$ cat config.mk
export PLATFORM = sky130hd
export DESIGN_NAME = dot_product_mac
export DESIGN_NICKNAME = d
export VERILOG_FILES = /design/src/rtl/dot_product_mac_pkg.sv /design/src/rtl/dot_product_mac_mac_pipe.sv /design/src/rtl/dot_product_mac.sv
export SDC_FILE = /design/constraint.sdc
export NUM_CORES = 1
export LEC_CHECK = 0
export CORE_ASPECT_RATIO = 0.8
export CORE_UTILIZATION = 57
export DETAILED_ROUTE_END_ITERATION = 7
export GPL_TIMING_DRIVEN = 1
export PLACE_DENSITY = 0.88
export SLEW_MARGIN = 20
export SYNTH_ARGS = -nofsm -noshare
export SYNTH_HDL_FRONTEND = slang
export SYNTH_SLANG_ARGS = --single-unit
$ cat constraint.sdc
create_clock -name clk -period 3.1 [get_ports clk]
set_input_delay 0.465 -clock clk [delete_from_list [all_inputs] [get_ports clk]]
set_output_delay 0.465 -clock clk [all_outputs]
set_load 0.01 [all_outputs]
$ cat src/rtl/dot_product_mac_pkg.sv
// Shared constants and FSM encoding for the dot-product MAC stage.
package dot_product_mac_pkg;

    localparam int DATA_WIDTH = 8;
    localparam int BITS_COMP  = 4;

    // Default accumulator width: wide enough that Nums_Computation full-scale products never overflow.
    function automatic int acc_width(input int dw, input int bc);
        return 2 * dw + bc;
    endfunction

    typedef enum logic [1:0] {
        IDLE  = 2'd0,
        RUN   = 2'd1,
        DRAIN = 2'd2,
        DONE  = 2'd3
    } state_t;

endpackage

$ cat src/rtl/dot_product_mac_mac_pipe.sv
// Strobe -> product -> accumulate pipeline for the dot-product MAC.
// SIGNED_OPERANDS_EN selects two's-complement operands; default is unsigned.
module mac_pipe
    import dot_product_mac_pkg::*;
#(
    parameter int Data_Width       = DATA_WIDTH,
    parameter int bits_Computation = BITS_COMP,
    parameter int Acc_Width        = acc_width(DATA_WIDTH, BITS_COMP)
) (
    input  logic                        clk,
    input  logic                        rst_n,
    input  logic                        clear,
    input  logic                        flush,
    input  logic                        strobe,
    input  logic [Data_Width-1:0]       data_a,
    input  logic [Data_Width-1:0]       data_b,
    output logic [Acc_Width-1:0]        acc_nxt,
    output logic                        elem_vld,
    output logic [bits_Computation:0]   elem_count
);

    localparam int PW = 2 * Data_Width;
    localparam int CW = bits_Computation + 1;
    localparam logic [CW-1:0] NUM = CW'(1 << bits_Computation);

    logic [CW-1:0]        issue_cnt;
    logic                 rd_vld_d, prod_vld, accept, sx;
    logic [PW-1:0]        op_a, op_b, prod_full, prod_q;
    logic [Acc_Width-1:0] prod_ext, acc;

`ifdef SIGNED_OPERANDS_EN
    assign op_a = {{Data_Width{data_a[Data_Width-1]}}, data_a};
    assign op_b = {{Data_Width{data_b[Data_Width-1]}}, data_b};
    assign sx   = prod_q[PW-1];
`else
    assign op_a = {{Data_Width{1'b0}}, data_a};
    assign op_b = {{Data_Width{1'b0}}, data_b};
    assign sx   = 1'b0;
`endif

    // Low 2*Data_Width bits of the extended product are exact in both builds.
    assign prod_full = op_a * op_b;

    if (Acc_Width > PW) begin : g_ext
        assign prod_ext = {{(Acc_Width-PW){sx}}, prod_q};
    end else begin : g_trunc
        assign prod_ext = prod_q[Acc_Width-1:0];
    end

    // Cap issued strobes so late strobes never reach the accumulator.
    assign accept   = strobe && !flush && (issue_cnt != NUM);
    assign elem_vld = prod_vld && !flush;
    assign acc_nxt  = acc + prod_ext;

    always_ff @(posedge clk or negedge rst_n) begin
        if (!rst_n) begin
            rd_vld_d   <= 1'b0;
            prod_vld   <= 1'b0;
            prod_q     <= '0;
            acc        <= '0;
            elem_count <= '0;
            issue_cnt  <= '0;
        end else begin
            rd_vld_d <= accept;
            prod_vld <= rd_vld_d && !flush;
            if (rd_vld_d)
                prod_q <= prod_full;
            if (clear) begin
                acc        <= '0;
                elem_count <= '0;
                issue_cnt  <= '0;
            end else begin
                if (accept)
                    issue_cnt <= issue_cnt + CW'(1);
                if (elem_vld) begin
                    acc <= acc_nxt;
                    if (elem_count != NUM)
                        elem_count <= elem_count + CW'(1);
                end
            end
        end
    end

endmodule

$ cat src/rtl/dot_product_mac.sv
// Dot-product MAC: job FSM, result registers and result-SRAM write port around mac_pipe.
// Optional macro SIGNED_OPERANDS_EN switches operands/result to two's complement.
module dot_product_mac
    import dot_product_mac_pkg::*;
#(
    parameter int Data_Width       = DATA_WIDTH,
    parameter int bits_Computation = BITS_COMP,
    parameter int Nums_Computation = 1 << bits_Computation,
    parameter int Addr_Width       = 4,
    parameter int Acc_Width        = acc_width(Data_Width, bits_Computation)
) (
    input  logic                        clk,
    input  logic                        Comp_reset_n,
    input  logic                        Computing,
    input  logic                        En_Read_A,
    input  logic [Data_Width-1:0]       Data_A,
    input  logic [Data_Width-1:0]       Data_B,
    output logic [Acc_Width-1:0]        Result,
    output logic                        Result_Valid,
    output logic                        Wr_En,
    output logic [Addr_Width-1:0]       Wr_Addr,
    output logic [Acc_Width-1:0]        Wr_Data,
    output logic                        Busy,
    output logic [bits_Computation:0]   Elem_Count
);

    localparam int CW = bits_Computation + 1;
    localparam logic [CW-1:0] LAST = CW'(Nums_Computation - 1);

    state_t                 state_q, state_d;
    logic                   clear, flush, busy, done_load, last_elem, elem_vld, result_valid_q;
    logic [Acc_Width-1:0]   acc_nxt, result_q;
    logic [Addr_Width-1:0]  wr_addr_q;
    logic [CW-1:0]          elem_count;

    mac_pipe #(
        .Data_Width       (Data_Width),
        .bits_Computation (bits_Computation),
        .Acc_Width        (Acc_Width)
    ) u_mac_pipe (
        .clk        (clk),
        .rst_n      (Comp_reset_n),
        .clear      (clear),
        .flush      (flush),
        .strobe     (En_Read_A),
        .data_a     (Data_A),
        .data_b     (Data_B),
        .acc_nxt    (acc_nxt),
        .elem_vld   (elem_vld),
        .elem_count (elem_count)
    );

    assign last_elem = elem_vld && (elem_count == LAST);

    always_ff @(posedge clk or negedge Comp_reset_n) begin
        if (!Comp_reset_n)
            state_q <= IDLE;
        else
            state_q <= state_d;
    end

    // Abort takes priority over a completion landing on the same edge.
    always_comb begin
        state_d = state_q;
        case (state_q)
            IDLE:    if (Computing) state_d = RUN;
            RUN:     if (!Computing) state_d = IDLE;
                     else if (last_elem) state_d = DRAIN;
            DRAIN:   state_d = DONE;
            DONE:    if (!Computing) state_d = IDLE;
            default: state_d = IDLE;
        endcase
    end

    always_comb begin
        busy      = 1'b0;
        clear     = 1'b0;
        flush     = 1'b1;
        done_load = 1'b0;
        case (state_q)
            IDLE:  clear = Computing;
            RUN: begin
                busy      = 1'b1;
                flush     = !Computing;
                done_load = Computing && last_elem;
            end
            DRAIN: busy = 1'b1;
            default: ;
        endcase
    end

    // Result is captured with the final element so the write pulse lines up with DRAIN.
    always_ff @(posedge clk or negedge Comp_reset_n) begin
        if (!Comp_reset_n) begin
            result_q       <= '0;
            result_valid_q <= 1'b0;
            wr_addr_q      <= '0;
        end else begin
            result_valid_q <= done_load;
            if (done_load)
                result_q <= acc_nxt;
            if (result_valid_q)
                wr_addr_q <= wr_addr_q + Addr_Width'(1);
        end
    end

    assign Result       = result_q;
    assign Wr_Data      = result_q;
    assign Result_Valid = result_valid_q;
    assign Wr_En        = result_valid_q;
    assign Wr_Addr      = wr_addr_q;
    assign Busy         = busy;
    assign Elem_Count   = elem_count;

endmodule

; ---- After elaboration in Yosys (flattened, before gate mapping)
; Cells that the tools add are included.
[totals]
latch_bits = 0
out_inout_bits = 52
romBits = 0
ram_bits = 0
memories = 0
regBits = 75
[op_classes]
n_mux = 16
n_mul = 1
div_mod_pow = 0
bitwise = 0
magnitude_cmp = 0
eq_ne = 9
reduce_logical = 15
add_sub_neg = 4
n_shift = 0
[ops]
columns = cell, n
row1 = $mux 20, 2
row2 = $mux 5, 5
row3 = $add 20x16->20, 1
row4 = $mul 8x8->16, 1
row5 = $add 5x1->5 const B, 2
row6 = $ne 5x5->1 const B, 2
row7 = $mux 2, 4
row8 = $pmux 2 s4, 1
row9 = $logic_and 1x1->1, 6
row10 = $reduce_bool 2->1, 3
row11 = $eq 5x4->1 const B, 1
row12 = $add 4x1->4 const B, 1
row13 = $eq 2x2->1 const B, 2
row14 = $mux 1, 4
row15 = $ne 2x2->1 const B, 2
row16 = $ne 3x3->1 const B, 1
row17 = $reduce_and 3->1, 1
row18 = $eq 2x1->1 const B, 1
row19 = $logic_not 1->1, 2
row20 = $logic_not 2->1, 1
row21 = $reduce_and 2->1, 1
row22 = $reduce_or 2->1, 1

; ---- Depth between registers and ports, before layout
; Gate-level depths: netlist of run 1.
[logic_depth]
ltp_word = 8
depth_mapped = 17
mapped_depth_nobuf = 17

; ---- By module
; Synthesis of run 1 repeated with hierarchy kept, for this count alone.
[unflattened]
cells_unflattened = 655
area_unflattened_um2 = 6352.3
[by_module_without_submodules]
columns = module, area_per_inst_um2, instances, cells_per_inst
row1 = mac_pipe, 5049.8, 1, 557
row2 = dot_product_mac, 1302.5, 1, 98

; ---- Least setup slack after synthesis of run 1
; OpenSTA, ideal clock, no wires.
[synth_path]
path_kind = input-to-reg
from = input Data_B[7]
to = register u_mac_pipe.prod_q[15]
setup_ps = 125
t_required_ps = 2975
stages = 16
t_arrival_ps = 4149
path_slack_ps = -1174
cell_sequence = nand2_1 fa_1 fa_1 inv_1 fa_1 inv_1 fa_1 inv_1 ha_1 o21a_1 o31a_1 o31ai_4 a211oi_1 a211oi_2 xnor2_1 mux2_4
[synth_between]
elab_chain_cells = 1
[synth_lines]
columns = element, line_no
row1 = "start, declared", dot_product_mac.sv:17  ; input logic [Data_Width-1:0] Data_B,
row2 = $mul 8x8->16, dot_product_mac_mac_pipe.sv:42  ; assign prod_full = op_a * op_b;
row3 = "end signal, assigned", dot_product_mac_mac_pipe.sv:67  ; prod_q <= prod_full;
row4 = "end, declared", dot_product_mac_mac_pipe.sv:28  ; logic [PW-1:0] op_a, op_b, prod_full, prod_q;
; Every way passes these cells.
; A chain may end at the register's enable or synchronous reset.

; ---- Worst setup path in the final report of run 1
[layout_path]
from = input Data_B[3]
to = register u_mac_pipe.prod_q[15]
; Same word-level chain as after synthesis.

==> results of run 1 <==
-- metrics by stage --
step / hold WS [ns] / util / cell area (um2) / setup WS [ns]
after CTS: 0.2084 / 0.7355 / 7592 / -0.9430
final: 0.1939 / 0.7467 / 7707 / -0.8430
after global placement: 0.4604 / 0.6960 / 7184 / -1.657
after floorplan: 0.1694 / - / 6181 / -0.9199
after detailed placement: 0.4673 / 0.6960 / 7184 / -1.746
after global routing: 0.2428 / 0.7467 / 7707 / -0.9759
-- timing repair --
item | CTS | global route
setup endpoints to repair | 12 | 11
hold buffers | 0 | 0
gates resized for setup | 91 | 50
setup buffers | 1 | 2
pin swaps | 32 | 26
-- flip-flops by register name (all words and copies together) (netlist names), named ones only --
signal                 count
Result                    20
Result_Valid               1
Wr_Addr                    4
state_q                    1
u_mac_pipe.acc            20
u_mac_pipe.elem_count      5
u_mac_pipe.issue_cnt       5
u_mac_pipe.prod_q         16
u_mac_pipe.prod_vld        1
u_mac_pipe.rd_vld_d        1
-- cells in the mapped netlist (all sizes together), types with 2 or more instances --
library cell / n / area (um2)
buf: 24 / 171.4
nand4: 7 / 43.79
xor2: 18 / 157.7
a31oi: 3 / 18.77
nor2: 32 / 120.1
nand3: 8 / 40.04
o21ai: 44 / 220.2
inv: 63 / 236.5
o21a: 4 / 30.03
clkbuf: 9 / 33.78
nor2b: 4 / 32.53
a211oi: 6 / 50.05
a22o: 5 / 43.79
fa: 37 / 740.7
mux2: 14 / 161.4
and2: 51 / 319.1
nand2b: 3 / 18.77
o31ai: 5 / 51.30
dfrtp: 75 / 1877
a21boi: 2 / 15.02
o211ai: 4 / 30.03
nand2: 68 / 255.2
a21oi: 30 / 150.1
mux2i: 3 / 30.03
xnor2: 18 / 157.7
nor3: 3 / 15.01
ha: 63 / 788.3
and3: 3 / 18.77
a21o: 11 / 82.58
-- cell families after synthesis --
family,synth area share
buffers and inverters,0.07319
AOI/OAI and AO/OA,0.1340
xor gates and xnor gates,0.05181
adders and majority gates,0.2512
muxes,0.03146
DFF,0.3084
and+or+nand+nor,0.1499
-- layer usage --
| layer | routed length, um | track usage |
|---|---|---|
| met1 | 6176 | 0.3465 |
| met4 | 295 | 0.09295 |
| met2 | 7162 | 0.4546 |
| met3 | 661 | 0.04831 |
| met5 | 0 | 0 |
-- final cells by class --
cell class                      count  area (um2)  area share
Sequential cell                    75        1877      0.2435
Multi-Input combinational cell    463        4028      0.5226
Timing Repair Buffer              115        1067      0.1385
Clock inverter                      4       73.82    0.009578
Tap cell                          140       175.2     0.02273
Inverter                           64       240.2     0.03117
Clock buffer                       12       246.5     0.03198
-- report_power, final --
| part | internal (mW) | total (mW) | switching (mW) |
|---|---|---|---|
| Combinational | 1.31 | 2.75 | 1.44 |
| Clock | 0.727 | 1.14 | 0.409 |
| Sequential | 1.13 | 1.26 | 0.130 |
-- how the worst min path moves through the flow --
| stage | endpoint | slack [ns] | cells past startpoint |
|---|---|---|---|
| 3_5_place_dp | Wr_Addr[3] | 0.47 | 1 |
| 4_1_cts | Result[6] | 0.21 | 1 |
| 6_report | Result[6] | 0.19 | 1 |
| 2_1_floorplan | Result[0] | 0.17 | 0 |
| 3_3_place_gp | Wr_Addr[3] | 0.46 | 1 |
| 5_1_grt | Result[8] | 0.24 | 1 |
==> flow_summary_export.csv, run 1 <==
group,metric,value,unit
status,status,"complete, but fails checks",
status,violations,"negative setup slack",
critical_path,slowest_delay,0.59,ns
synthesis,ys_seq_elements,75,
route,ant_nets,0,
synthesis,yosysWarnings,0,
critical_path,crit_path_end,"u_mac_pipe.prod_q[15]",
critical_path,cpLargestDelayFamily,"adder cells",
critical_path,cp_cell_sequence,"buf_4, and2_4, fa_2, fa_1, fa_1, inv_2, fa_1, inv_2, ha_4, o21a_1, o31a_1, o31ai_4, a211oi_2, a211oi_2, xnor2_1, mux2_4",
global_routing,grt_pass1_wl,23.61,mm
cts,worstSkewPairLatency,0.35,ns
placed_design,dpl.hpwl,10.56,mm
sta,finalCritPeriodShare,1.272,
global_routing,grt_max_degree,46,
cts,root_buffer,"clkbuf_16",
synthesis,synth.cell_area,6086,um2
synthesis,async_flop_share,1.000,
route,firstDrtPassIters,4,
synthesis,synth_ff_type,"dfrtp_1",
placed_design,gp_congestion,0.8708,
critical_path,cp_max_fo,8,
hold_path,min_path_type,"in -> async",
critical_path,worst-path-stages,16,
floorplan,ios,72,
critical_path,crit_slowest_cell,"fa_1",
route,vias,4940,
critical_path,worstSetupEndpointType,"flip-flop",
cts,cts-htree-levels,3,
critical_path,cp-startpoint,"Data_B[3]",
synthesis,yosysUniqueCellTypes,55,
sta,setup_viol,10,
synthesis,synth.avg_cell_area,9.584,um2
route,vias_per_cell,5.659,
floorplan,start_util,0.5896,
critical_path,r2r_cells,10,
floorplan,die-area,11100,um2
critical_path,startpoint_type,"primary input",
global_routing,grt_overflow,0,
sta,tightest_slew,0.7532,ns
synthesis,synth-seq-area-share,0.3084,
sta,maxSlewHeadroom,0.4967,
run,cap_viol_max_count,0,
floorplan,coreArea,10320,um2
pwr,peakVddDrop,0.4129,mV
synthesis,syn_nets,755,
cts,path_clk_slew,0.06,ns
global_routing,grt_pass1_vias,5087,
floorplan,fp.dieW,117.5,um
sta,worst_slack,-0.8430,ns
synthesis,synth_cells,635,
cts,cts.path.max_buffers,2,
placed_design,dp.cells,855,
critical_path,cpMostUsedCell,"fa_1",
cells_and_area,num-fill-cells,680,
critical_path,critPathArrivalTime,4.18,ns
critical_path,r2r_end,"u_mac_pipe.acc[18]",
sta,fin_crit,3.943,ns
pwr,power.leakage,3.704,nW
pwr,power,5.144,mW
sta,hold_viol_final,0,
route,drt-initial-drc-count,367,
critical_path,path_buf_inv,3,
cells_and_area,drive_gt1_frac,0.2033,
cells_and_area,layout_commonest_cell,"dfrtp_1",
global_routing,grt_usage,0.2669,
critical_path,crit_required,3.33,ns
route,wirelength,14.30,mm
floorplan,die_y,94.42,um
sta,fin_setup_tns,-5.983,ns
floorplan,row_count,33,
sta,fin_skew,0.007805,ns
sta,slew_viol_final,0,
route,wl_per_cell,16.38,um
route,drc_errors,0,
synthesis,synth_edf_count,0,
pwr,powerDensity,667.4,nW/um2
global_routing,antenna_found_initial,0,
critical_path,crit_type,"in -> reg",
critical_path,regToRegStartpoint,"u_mac_pipe.acc[0]",
cells_and_area,antenna_cells,0,
cts,cts.sinks,75,
sta,grt_setup_unrepaired,"true",
cells_and_area,instances_no_fill,873,
cts,cts_buffers,9,
cells_and_area,mostFrequentLayoutCells,"dfrtp_1, nand2_1, inv_1",
sta,max_freq,253.6,MHz
cells_and_area,layout.nets,848,
placed_design,portBuffers,71,
critical_path,rrSetupSlack,0.41,ns
cells_and_area,area_delta_synth_final,26.64,%
cts,cts_tree,"built",
Note: power is estimated with default switching activity, not from simulation.
==> run 2, diff against run 1 <==
--- a/config.mk
+++ b/config.mk
@@ -6,10 +6,10 @@
 export NUM_CORES = 1
 export LEC_CHECK = 0
 export CORE_ASPECT_RATIO = 0.8
-export CORE_UTILIZATION = 57
+export CORE_UTILIZATION = 50
 export DETAILED_ROUTE_END_ITERATION = 7
 export GPL_TIMING_DRIVEN = 1
-export PLACE_DENSITY = 0.88
+export PLACE_DENSITY = 0.8
 export SLEW_MARGIN = 20
 export SYNTH_ARGS = -nofsm -noshare
 export SYNTH_HDL_FRONTEND = slang
==> run 2 against run 1 <==
  * Critical path depth rose by 2
  * Clock skew fell by 0.00099 ns
  * The flow finishes with violations (design-rule violations, negative setup slack)
  * Largest power group unchanged
  * Utilization fell by 8.5 points
  * Largest cell class unchanged
==> flow_summary_export.csv, run 2 (same netlist as run 1, synthesis figures left out) <==
group,metric,value,unit
sta,grt_setup_unrepaired,"true",
status,violations,"design-rule violations, negative setup slack",
cells_and_area,layout.nets,849,
cells_and_area,area_delta_synth_final,27.18,%
cells_and_area,mostFrequentLayoutCells,"dfrtp_1, nand2_1, inv_1, ha_1, clkdlybuf4s50_1",
sta,fin_skew,0.006815,ns
sta,holdWs,0.05719,ns
critical_path,worstSetupEndpointType,"flip-flop",
global_routing,grt_pass1_wl,23.40,mm
sta,hold_viol_final,0,
critical_path,critPathArrivalTime,4.20,ns
critical_path,path_buf_inv,5,
pwr,p_sw_frac,0.3719,
route,wl_per_cell,15.74,um
cts,cts-htree-levels,3,
pwr,internal_power,3.168,mW
cts,cts_tree,"built",
pwr,clkPwrFrac,0.240,
critical_path,cp_max_fo,6,
sta,finalCritPeriodShare,1.285,
placed_design,post-place-ws,-1.742,ns
sta,maxSlewHeadroom,0.4756,
critical_path,cpMostUsedCell,"inv_1",
placed_design,gp_congestion,0.8440,
route,vias_per_cell,5.496,
hold_path,min_path_type,"in -> async",
cts,cts.sinks,75,
critical_path,crit_slowest_cell,"fa_1",
floorplan,fp.dieW,125.3,um
route,ant_nets,0,
pwr,power.switching,1.876,mW
global_routing,grt_max_degree,42,
critical_path,crit_type,"in -> reg",
floorplan,coreArea,11690,um2
pwr,pwr-share-comb,0.511,
global_routing,grt_pass1_vias,5058,
cells_and_area,drive_gt1_frac,0.2060,
sta,slew_viol_final,0,
critical_path,cp_cell_sequence,"buf_4, and2_4, fa_2, inv_2, fa_1, inv_1, ha_1, inv_1, fa_1, inv_1, ha_1, nor2b_4, o31a_1, o31ai_4, a21oi_2, a31oi_2, xnor2_1, mux2_4",
sta,max_freq,251.1,MHz
pwr,peakVddDrop,0.4422,mV
cells_and_area,layout_commonest_cell,"dfrtp_1",
placed_design,dpl.hpwl,10.67,mm
sta,fin_setup_tns,-5.806,ns
route,vias,4842,
status,status,"complete, but fails checks",
cts,root_buffer,"clkbuf_16",
critical_path,slowest_delay,0.53,ns
cts,worstSkewPairLatency,0.33,ns
pwr,p_seq_frac,0.249,
run,cap_viol_max_count,0,
floorplan,die_y,100.7,um
critical_path,cpLargestDelayFamily,"adder cells",
floorplan,start_util,0.5205,
critical_path,crit_required,3.31,ns
cts,holdBufCountCts,0,
placed_design,portBuffers,71,
cells_and_area,fin_util,0.6620,
route,wirelength,13.87,mm
sta,setup_viol,10,
critical_path,r2r_cells,10,
route,drc_errors,2,
cells_and_area,antenna_cells,0,
pwr,power.leakage,3.721,nW
cts,cts_buffers,9,
route,firstDrtPassIters,8,
floorplan,row_count,35,
cts,path_clk_slew,0.06,ns
sta,tightest_slew,0.7837,ns
global_routing,grt_overflow,0,
sta,fin_crit,3.983,ns
critical_path,worst-path-stages,18,
global_routing,grt_usage,0.2319,
floorplan,die-area,12620,um2
sta,worst_slack,-0.8829,ns
pwr,powerDensity,651.6,nW/um2
cts,cts.path.max_buffers,2,
critical_path,startpoint_type,"primary input",
route,drt-initial-drc-count,255,
global_routing,antenna_found_initial,0,
floorplan,ios,72,
==> run 2: cell count changes in the layout (fill, tap and decap cells not counted), sizes merged <==
cell | before | now
clkinv | 3 | 1
clkinvlp | 0 | 1
bufinv | 2 | 3
clkbuf | 15 | 14
buf | 58 | 59
==> run 2: worst paths after layout <==
kind | slack (ns) | start | endpoint
worst max-delay path | -0.88 | Data_A[1] | u_mac_pipe.prod_q[13]
worst min-delay path | 0.06 | Comp_reset_n | u_mac_pipe.acc[7]
worst max register to register | 0.44 | u_mac_pipe.prod_q[0] | u_mac_pipe.acc[18]
worst min register to register | 0.48 | Wr_Addr[3] | Wr_Addr[3]
max in group asynchronous | 2.44 | Comp_reset_n | Result[19]
min in group clk | 0.48 | Wr_Addr[3] | Wr_Addr[3]
==> run 2: through the flow <==
stage | std cells | instance area [um2] | total power, mW
floorplan | 635 | 6181 | 2.849
global placement | 864 | 7189 | 3.438
detailed placement | 864 | 7189 | 3.550
CTS | 879 | 7594 | 4.893
global route | 881 | 7740 | 5.381
finish | 881 | 7740 | 5.044
==> run 2: repair_timing <==
item,4_1_cts,5_1_grt
pin swaps,30,40
resized for setup,88,54
endpoints found under the setup margin,12,11
setup buffers,2,3
==> run 2: layout make-up <==
class | instances | area [um2]
clock buffer | 11 | 252.7
fill | 862 | 3953
timing repair buffer | 116 | 1072
multi-input combinational | 463 | 4015
sequential | 75 | 1877
tap | 148 | 185.2
inverter | 64 | 240.2
clock inverter | 4 | 97.59
==> run 2: layer usage <==
metal / vias up / share of wire / track usage
met1: 2383 / 0.44 / 0.2972
li1: 2303 / - / -
met4: 0 / 0.016 / 0.06567
met3: 23 / 0.038 / 0.04406
met5: - / 0 / 0
met2: 133 / 0.51 / 0.4040
==> run 2: worst reg2reg max path: cells and delay by family, from the launching register on <==
family / cells / cell delay [ns]
AOI/OAI and AO/OA: 4 / 0.93
adders and majority gates: 2 / 0.58
buffers and inverters: 1 / 0.06
DFF: 1 / 0.36
and+or+nand+nor: 3 / 0.66
==> run 2: power groups by stage <==
stage	clock, mW	combinational, mW	sequential [mW]
floorplan	0	1.63	1.22
global placement	0	2.18	1.26
detailed placement	0	2.28	1.27
CTS	1.23	2.41	1.25
global route	1.27	2.84	1.27
finish	1.21	2.58	1.25
==> run 3, diff against run 2 <==
--- a/config.mk
+++ b/config.mk
@@ -9,7 +9,8 @@
 export CORE_UTILIZATION = 50
 export DETAILED_ROUTE_END_ITERATION = 7
 export GPL_TIMING_DRIVEN = 1
-export PLACE_DENSITY = 0.8
+export PLACE_DENSITY = 0.82
+export RECOVER_POWER = 50
 export SLEW_MARGIN = 20
 export SYNTH_ARGS = -nofsm -noshare
 export SYNTH_HDL_FRONTEND = slang
==> constraint.sdc (replaced) <==
create_clock -name clk -period 3.53 [get_ports clk]
set_input_delay 0.5295 -clock clk [delete_from_list [all_inputs] [get_ports clk]]
set_output_delay 0.5295 -clock clk [all_outputs]
set_load 0.01 [all_outputs]
==> run 3 against run 2 <==
  * Largest cell class unchanged
  * Highest routed layer unchanged
  * Critical path depth fell by 3
  * Final cell count rose by 0.34%
  * The flow finishes with violations (design-rule violations, max-capacitance violations, max-slew violations, negative setup slack)
  * Utilization rose by 0.54 points
==> flow_summary_export.csv, run 3 (same netlist as run 1, synthesis figures left out) <==
group,metric,value,unit
status,status,"complete, but fails checks",
status,violations,"design-rule violations, max-capacitance violations, max-slew violations, negative setup slack",
pwr,power,4.544,mW
placed_design,gp_congestion,0.8802,
pwr,powerDensity,582.3,nW/um2
cts,root_buffer,"clkbuf_16",
critical_path,crit_required,3.75,ns
placed_design,portBuffers,71,
sta,maxSlewHeadroom,-0.4853,
sta,finalCritPeriodShare,1.143,
route,firstDrtPassIters,7,
global_routing,grt_usage,0.2318,
floorplan,row_count,35,
critical_path,cp_max_fo,8,
run,cap_viol_max_count,1,
cts,holdBufCountCts,0,
cells_and_area,drive_gt1_frac,0.2038,
sta,fin_crit,4.035,ns
critical_path,cp-startpoint,"Data_A[2]",
global_routing,antenna_found_initial,0,
pwr,peakVddDrop,0.3422,mV
cells_and_area,area_delta_synth_final,28.21,%
cts,worstSkewPairLatency,0.33,ns
cells_and_area,instances_no_fill,884,
route,drt-initial-drc-count,289,
cts,cts.sinks,75,
hold_path,hp-start,"Wr_Addr[3]",
cts,cts_tree,"built",
critical_path,crit_type,"in -> reg",
floorplan,fp.dieW,125.3,um
placed_design,dpl.hpwl,10.41,mm
sta,fin_skew,0.005410,ns
route,wirelength,14.07,mm
critical_path,worstSetupEndpointType,"flip-flop",
critical_path,regToRegStartpoint,"u_mac_pipe.acc[0]",
cells_and_area,mostFrequentLayoutCells,"dfrtp_1, nand2_1, ha_1",
cells_and_area,antenna_cells,0,
critical_path,startpoint_type,"primary input",
global_routing,grt_max_degree,42,
placed_design,dp.cells,863,
cells_and_area,layout.nets,851,
floorplan,start_util,0.5205,
route,ant_nets,0,
hold_path,min_path_type,"reg -> reg",
global_routing,grt_pass1_wl,23.43,mm
critical_path,critPathArrivalTime,4.25,ns
floorplan,ios,72,
critical_path,rrSetupSlack,0.78,ns
route,wl_per_cell,15.92,um
global_routing,grt_pass1_vias,4954,
floorplan,die-area,12620,um2
floorplan,die_y,100.7,um
cells_and_area,layout_commonest_cell,"dfrtp_1",
cts,cts.path.max_buffers,2,
sta,slew_viol_final,42,
route,vias,4865,
sta,hold_viol_final,0,
route,vias_per_cell,5.503,
sta,setup_viol,9,
sta,max_freq,247.8,MHz
sta,worst_slack,-0.5049,ns
floorplan,coreArea,11690,um2
sta,grt_setup_unrepaired,"true",
cts,path_clk_slew,0.06,ns
cts,cts_buffers,9,
sta,tightest_slew,2.228,ns
global_routing,grt_overflow,0,
route,drc_errors,2,
pwr,power.leakage,3.782,nW
cts,cts-htree-levels,3,
==> run 3: stage by stage <==
| step | hold WS, ns | utilization | cell area, um2 | setup WS (ns) | TNS [ns] |
|---|---|---|---|---|---|
| 2_1_floorplan | 0.2339 | - | 6178 | -0.5548 | -3.056 |
| 3_3_place_gp | 0.4618 | 0.6151 | 7192 | -1.289 | -11.48 |
| 3_5_place_dp | 0.4843 | 0.6151 | 7192 | -1.417 | -12.46 |
| 4_1_cts | 0.3764 | 0.6576 | 7689 | -0.5229 | -2.998 |
| 5_1_grt | 0.5070 | 0.6673 | 7802 | -0.6361 | -3.928 |
| 6_report | 0.4873 | 0.6673 | 7802 | -0.5049 | -2.942 |
==> run 3: final timing paths <==
path	endpoint	cells after the start
max	u_mac_pipe.prod_q[13]	15
min	Wr_Addr[3]	1
max reg2reg	u_mac_pipe.acc[18]	10
min reg2reg	Wr_Addr[3]	1
max in group asynchronous	u_mac_pipe.acc[3]	2
min in group asynchronous	u_mac_pipe.elem_count[0]	1
==> run 3: per-layer routing <==
| layer | GRT usage | share of wire |
|---|---|---|
| met1 | 0.2967 | 0.45 |
| met5 | 0 | 0 |
| met2 | 0.4044 | 0.51 |
| met3 | 0.04193 | 0.035 |
| met4 | 0.06942 | 0.014 |
==> run 3: power breakdown <==
group	leakage [nW]	internal, mW	switching [mW]
clock network	0.174	0.761	0.339
logic	2.59	1.11	1.23
registers	1.01	0.990	0.115
==> run 3: repair_timing <==
action,CTS,global route
pin swaps,36,28
setup endpoints to repair,11,9
setup buffers,6,3
endpoints found under the hold margin,0,0
gates resized for setup,114,38
==> run 3: worst max-delay path, cell delays in order <==
cell and delay (ns):
buf_12 0.12, and2_4 0.16, fa_1 0.56, fa_1 0.43
fa_1 0.52, inv_2 0.04, fa_1 0.52, inv_2 0.05
ha_4 0.28, o21a_1 0.18, o31ai_4 0.10, a21oi_2 0.21
a31oi_4 0.13, xnor2_2 0.14, mux2_4 0.26
==> run 3: final cells by class <==
class                           instances  area, um2
Clock buffer                           11      232.7
Timing Repair Buffer                  118       1106
Fill cell                             828       3890
Inverter                               64      240.2
Sequential cell                        75       1877
Multi-Input combinational cell        463       4036
Tap cell                              148      185.2
Clock inverter                          5      125.1
